===== src/rtl/dwt_sample_sequencer.sv =====
// dwt_sample_sequencer: pairs ECG samples and issues predict/update operands to the lifting DWT stage
module dwt_sample_sequencer #(
  parameter int DATA_W = 32
) (
  input  logic              clk,
  input  logic              rst,
  input  logic              in_valid,
  input  logic [DATA_W-1:0] in_data,
  output logic              in_ready,
  input  logic              frame_start,
  output logic [DATA_W-1:0] y2n,
  output logic [DATA_W-1:0] y2n_1,
  output logic [DATA_W-1:0] y2na,
  output logic [1:0]        s1,
  output logic              s2,
  output logic              s3,
  output logic              s4,
  output logic              s5,
  output logic              s6,
  output logic              op_valid,
  output logic [15:0]       pair_idx
);
  typedef enum logic [1:0] {WAIT_EVEN, WAIT_ODD, PREDICT, UPDATE} state_t;
  state_t state, state_n;
  logic [DATA_W-1:0] even_reg, odd_reg, prev_even;
  logic [DATA_W-1:0] y2n_q, y2n_1_q, y2na_q;
  logic first;
  logic fire;
  assign fire = in_valid && in_ready;
  always_ff @(posedge clk) begin
    if (rst) state <= WAIT_EVEN;
    else     state <= state_n;
  end
  // Operands are live only while issuing; otherwise the last issued values are replayed.
  always_comb begin
    state_n  = state;
    in_ready = 1'b0;
    op_valid = 1'b0;
    s1       = 2'b00;
    {s2, s3, s4, s5, s6} = 5'b0;
    y2n      = y2n_q;
    y2n_1    = y2n_1_q;
    y2na     = y2na_q;
    case (state)
      WAIT_EVEN: begin
        in_ready = 1'b1;
        state_n  = in_valid ? WAIT_ODD : WAIT_EVEN;
      end
      WAIT_ODD: begin
        in_ready = 1'b1;
        state_n  = in_valid ? PREDICT : WAIT_ODD;
      end
      PREDICT: begin
        op_valid = 1'b1;
        y2n      = even_reg;
        y2n_1    = odd_reg;
        y2na     = first ? even_reg : prev_even;
        {s2, s3, s4, s5, s6} = 5'b01001;
        state_n  = UPDATE;
      end
      UPDATE: begin
        op_valid = 1'b1;
        y2n      = even_reg;
        y2n_1    = even_reg;
        y2na     = first ? even_reg : prev_even;
        s1       = first ? 2'b01 : 2'b10;
        {s2, s3, s4, s5, s6} = 5'b10110;
        state_n  = WAIT_EVEN;
      end
      default: state_n = WAIT_EVEN;
    endcase
  end
  always_ff @(posedge clk) begin
    if (rst) begin
      even_reg  <= '0;
      odd_reg   <= '0;
      prev_even <= '0;
      y2n_q     <= '0;
      y2n_1_q   <= '0;
      y2na_q    <= '0;
      first     <= 1'b1;
      pair_idx  <= '0;
    end else begin
      if (state == WAIT_EVEN && frame_start) begin
        first    <= 1'b1;
        pair_idx <= '0;
      end
      if (fire && state == WAIT_EVEN) even_reg <= in_data;
      if (fire && state == WAIT_ODD)  odd_reg  <= in_data;
      if (op_valid) begin
        y2n_q   <= y2n;
        y2n_1_q <= y2n_1;
        y2na_q  <= y2na;
      end
      if (state == UPDATE) begin
        prev_even <= even_reg;
        first     <= 1'b0;
        pair_idx  <= pair_idx + 16'd1;
      end
    end
  end
endmodule


===== config.mk =====
export PLATFORM = sky130hd
export DESIGN_NAME = dwt_sample_sequencer
export DESIGN_NICKNAME = d
export VERILOG_FILES = /design/src/rtl/dwt_sample_sequencer.sv
export SDC_FILE = /design/constraint.sdc
export NUM_CORES = 1
export LEC_CHECK = 0
export CORE_ASPECT_RATIO = 0.8
export CORE_MARGIN = 5
export CORE_UTILIZATION = 30
export CTS_CLUSTER_DIAMETER = 120
export CTS_CLUSTER_SIZE = 20
export DETAILED_ROUTE_END_ITERATION = 7
export HOLD_SLACK_MARGIN = 0.08
export SETUP_SLACK_MARGIN = 0.2
export SYNTH_ARGS = -nofsm -noshare
export SYNTH_HDL_FRONTEND = slang
export SYNTH_SLANG_ARGS = --single-unit

===== constraint.sdc =====
create_clock -name clk -period 1.45 [get_ports clk]
set_input_delay 0.29 -clock clk [delete_from_list [all_inputs] [get_ports clk]]
set_output_delay 0.29 -clock clk [all_outputs]
set_load 0.01 [all_outputs]

Word level (Yosys, flattened, before mapping)
Cells that the tools add are included.
{"block": "classes", "n_addsub": 1, "n_reduce_logical": 8, "eq_ne": 3, "n_mux": 17}
{"cell": "32-bit two-way mux", "count": 3}
{"cell": "32-bit one-hot mux with 2 select lines", "count": 1}
{"cell": "16-bit two-way mux", "count": 2}
{"cell": "16-bit by 1-bit adder with 16-bit output (second input constant)", "count": 1}
{"cell": "2-bit one-hot mux with 4 select lines", "count": 1}
{"cell": "1-bit two-way mux", "count": 7}
{"cell": "2-bit two-way mux", "count": 3}
{"cell": "2-bit == test (second input constant)", "count": 2}
{"cell": "1-bit logical AND", "count": 4}
{"cell": "2-bit OR reduction", "count": 2}
{"cell": "2-bit by 1-bit == test with 1-bit output (second input constant)", "count": 1}
{"cell": "2-bit logical NOT", "count": 1}
{"cell": "2-bit nonzero test", "count": 1}
{"block": "totals", "input_bits": 36, "register_bits": 211, "out_inout_bits": 121}

Logic depth before layout (Yosys ltp)
{"block": "logic_depth", "ltp_word": 5, "ltp_mapped": 7}

Worst setup path before layout
OpenSTA, ideal clock, no wires.
{"block": "synth_path", "path_type": "register -> register", "startpoint": "register pair_idx[0]", "endpoint": "register pair_idx[12]", "setup_time_ns": 0.065, "path_slack_ns": -0.204, "path_stages_with_launch": 6, "arrival_time_ns": 1.589, "period_less_slack_ns": 1.654, "n_path_buf": 0, "cell_sequence": "dfxtp_1 -> ha_1 -> nand4_1 -> nor4_1 -> mux2_2 -> nor2_1"}
{"block": "synth_between", "elab_chain_cells": 2}
{"item": "from (decl)", "line_no": "21", "rtl": "output logic [15:0] pair_idx"}
{"item": "from (signal assigned)", "line_no": "98", "rtl": "pair_idx <= pair_idx + 16'd1;"}
{"item": "16-bit by 1-bit adder with 16-bit output", "line_no": "98"}
{"item": "16-bit two-way mux", "line_no": "95", "rtl": "if (state == UPDATE) begin"}
Every way passes these cells.
A chain may end at the register's enable or synchronous reset.

==> impl_metrics.tcl <==
set metrics [dict create \
    grt_max_degree 63 \
    p_comb_frac 0.346 \
    slew_violations 0 \
    max_stage_delay_ns 0.43 \
    gr-total-overflow 0 \
    end_kind "primary output" \
    synth-edff-count 0 \
    setup_violations 221 \
    io_pins 157 \
    seq_area_frac_synth 0.492 \
    wirelength_um 34400 \
    arrival_ns 1.80 \
    rows 55 \
    cp_common_cell "buf_12" \
    ant_nets 0 \
    cts_inserted_buffers 14 \
    core_area_um2 28200 \
    drt_iter0_markers 363 \
    holdBufCountCts 0 \
    outcome "finished with violations" \
    synthCells 995 \
    reg2reg_slack_ns -0.53 \
    drive_gt1_frac 0.635 \
    first_pass_iters 5 \
    p_int_mw 11.0 \
    leakage_nw 6.78 \
    via_count 8595 \
    vias_per_cell 5.00 \
    groute.usage.overall 0.182 \
    r2r_end "pair_idx[8]" \
    die-area_um2 32100 \
    yosys_warnings 0 \
    async_flop_share 0 \
    pwr-share-clk 0.253 \
    die_h_um 161 \
    seqPwrFrac 0.402 \
    cp_slowest_cell "dfxtp_4" \
    die_x_um 199 \
    avgSynthCellArea_um2 8.63 \
    synthFlopType "dfxtp_1" \
    h-tree-depth 1 \
    max-clock-path-buffers 3 \
    cts_tree "built" \
    vdd_drop_max_v 0.000773 \
    start_kind "flop" \
    antenna_found_initial 1 \
    synth_top_area_cell "dfxtp_1" \
    crit_chain "buf_12 -> buf_12 -> buf_16 -> mux2_4 -> buf_6" \
    clock-sinks 211 \
    power_density_nw_per_um2 924 \
    crit_end "y2n[19]" \
    power.total_mw 15.9 \
    syn_nets 1032 \
    dp_hpwl_um 17100 \
    num-nets-final 1384 \
    place_congestion 0.763 \
    synthTopCellsByArea "dfxtp_1 (49%), a21oi_1 (9.9%), nand2_1 (8.7%)" \
    finalHoldViolCount 0 \
    fin_worst_skew_ns 0.0181 \
    reg2reg_depth 12 \
    mostFrequentLayoutCell "dfxtp_1" \
    swShare 0.310 \
    synth_seq_cells 211 \
    fmax_mhz 479 \
    grt_pass1_vias 8234 \
    setup_ws_ns -0.636 \
    violations "setup timing" \
    setup_tns_ns -93.79 \
    rsz0062_at_grt "yes" \
    critPathKind "reg2out" \
    post_drt_wl_per_cell_um 20.0 \
    port_buffers 156 \
    dp_worst_setup_slack_ns -0.564 \
    num_antenna_cells 0 \
    power.switching_mw 4.93 \
    area_growth_pct 101 \
    critPathRequiredTime_ns 1.16 \
    post-route-period-util 1.44 \
    cts_root_buf "clkbuf_16" \
    synth_cell_types 37 \
    path_clk_slew_ns 0.09 \
    netlist.area_leader.share 0.492 \
    worstMarginPinSlew_ns 0.443 \
    initial_core_util 0.304 \
    drc 0 \
    utilization 0.610 \
    slew_headroom 0.705 \
    clkLatencyLatePin_ns 0.49 \
    final.min_clock_period_ns 2.09 \
    synth_area_um2 8580 \
    maxCapViolations 0 \
    grt_pass1_wl_um 47100 \
    worstPathMaxFanout 8 \
    hold_path.class "in2reg" \
    layout_common_cells "dfxtp_1 (192), buf_6 (170), nand2_1 (124), a21oi_2 (104), buf_4 (96)" \
]
layout make-up:
class | count | area [um2]
inverters | 4 | 42.5
fillers | 2185 | 11000
clock buffers | 17 | 383
multi-input cells | 700 | 6800
well taps | 370 | 463
clock inverters | 1 | 11.3
flip-flops and latches | 211 | 4290
repair buffers | 416 | 5220
how the worst min path moves through the flow:
stage                       start       endpoint  cells after the start
detailed placement  prev_even[18]  prev_even[18]                      2
floorplan             in_data[27]    odd_reg[27]                      2
CTS                           rst      y2n_q[31]                      2
finish                        rst  prev_even[31]                      2
global route                  rst   even_reg[30]                      2
global placement    prev_even[29]  prev_even[29]                      2
critical path, delay by kind of cell, from the launching register on:
family	cells	cell delay, ns
mux	1	0.32
flops	1	0.43
buf+inv	4	0.54
cell families (layout without fill, tap and decap cells):
family	Yosys count	count (layout)	synth area share
AND/OR/NAND/NOR	382	383	0.199
AO/OA/AOI/OAI	213	213	0.136
flip-flops	211	211	0.492
multiplexers	102	102	0.124
buffers and inverters	85	438	0.0458
adder cells (fa/ha/maj)	1	1	0.00146
XOR/XNOR	1	1	0.00102
stage by stage:
| step | instance area [um2] | hold slack, ns | instances |
|---|---|---|---|
| 6_report | 17200 | 0.206 | 1719 |
| 3_5_place_dp | 12200 | 0.446 | 1550 |
| 2_1_floorplan | 9750 | 0.426 | 995 |
| 5_1_grt | 17200 | 0.198 | 1719 |
| 3_3_place_gp | 12200 | 0.440 | 1550 |
| 4_1_cts | 15000 | 0.170 | 1676 |
layer usage:
layer	up-vias	wire (um)	GRT usage
li1	4087	-	-
met1	4281	15800	0.261
met2	174	16200	0.285
met3	51	1760	0.0377
met4	2	671	0.0360
met5	-	13	0
power by group through the flow:
| stage | clock network (mW) | registers (mW) | logic (mW) |
|---|---|---|---|
| floorplan | 0 | 6.39 | 2.00 |
| global placement | 0 | 6.43 | 3.30 |
| detailed placement | 0 | 6.44 | 3.33 |
| CTS | 4.10 | 6.34 | 4.56 |
| global route | 4.33 | 6.43 | 5.78 |
| finish | 4.02 | 6.39 | 5.50 |
Yosys cell counts (3+ instances only):
library cell  instances
o21ai_0               4
nand4b_1              3
nor3b_1               4
nand2_1             199
nand3_1               9
a211oi_1             32
inv_1                 4
a21oi_1             169
nand4_1               5
mux2_2               38
buf_2                32
and3_1                3
mux2i_1              64
buf_4                 7
nor2_1               85
nor2b_1              64
clkbuf_1             40
dfxtp_1             211
timing repair:
action                                  in CTS  in global routing
pin swaps                                   53                138
resized for setup                          779                449
gates cloned                                23                 13
endpoints found under the setup margin     318                326
setup buffers                               85                 30
Power figures use the tool's default switching activity.
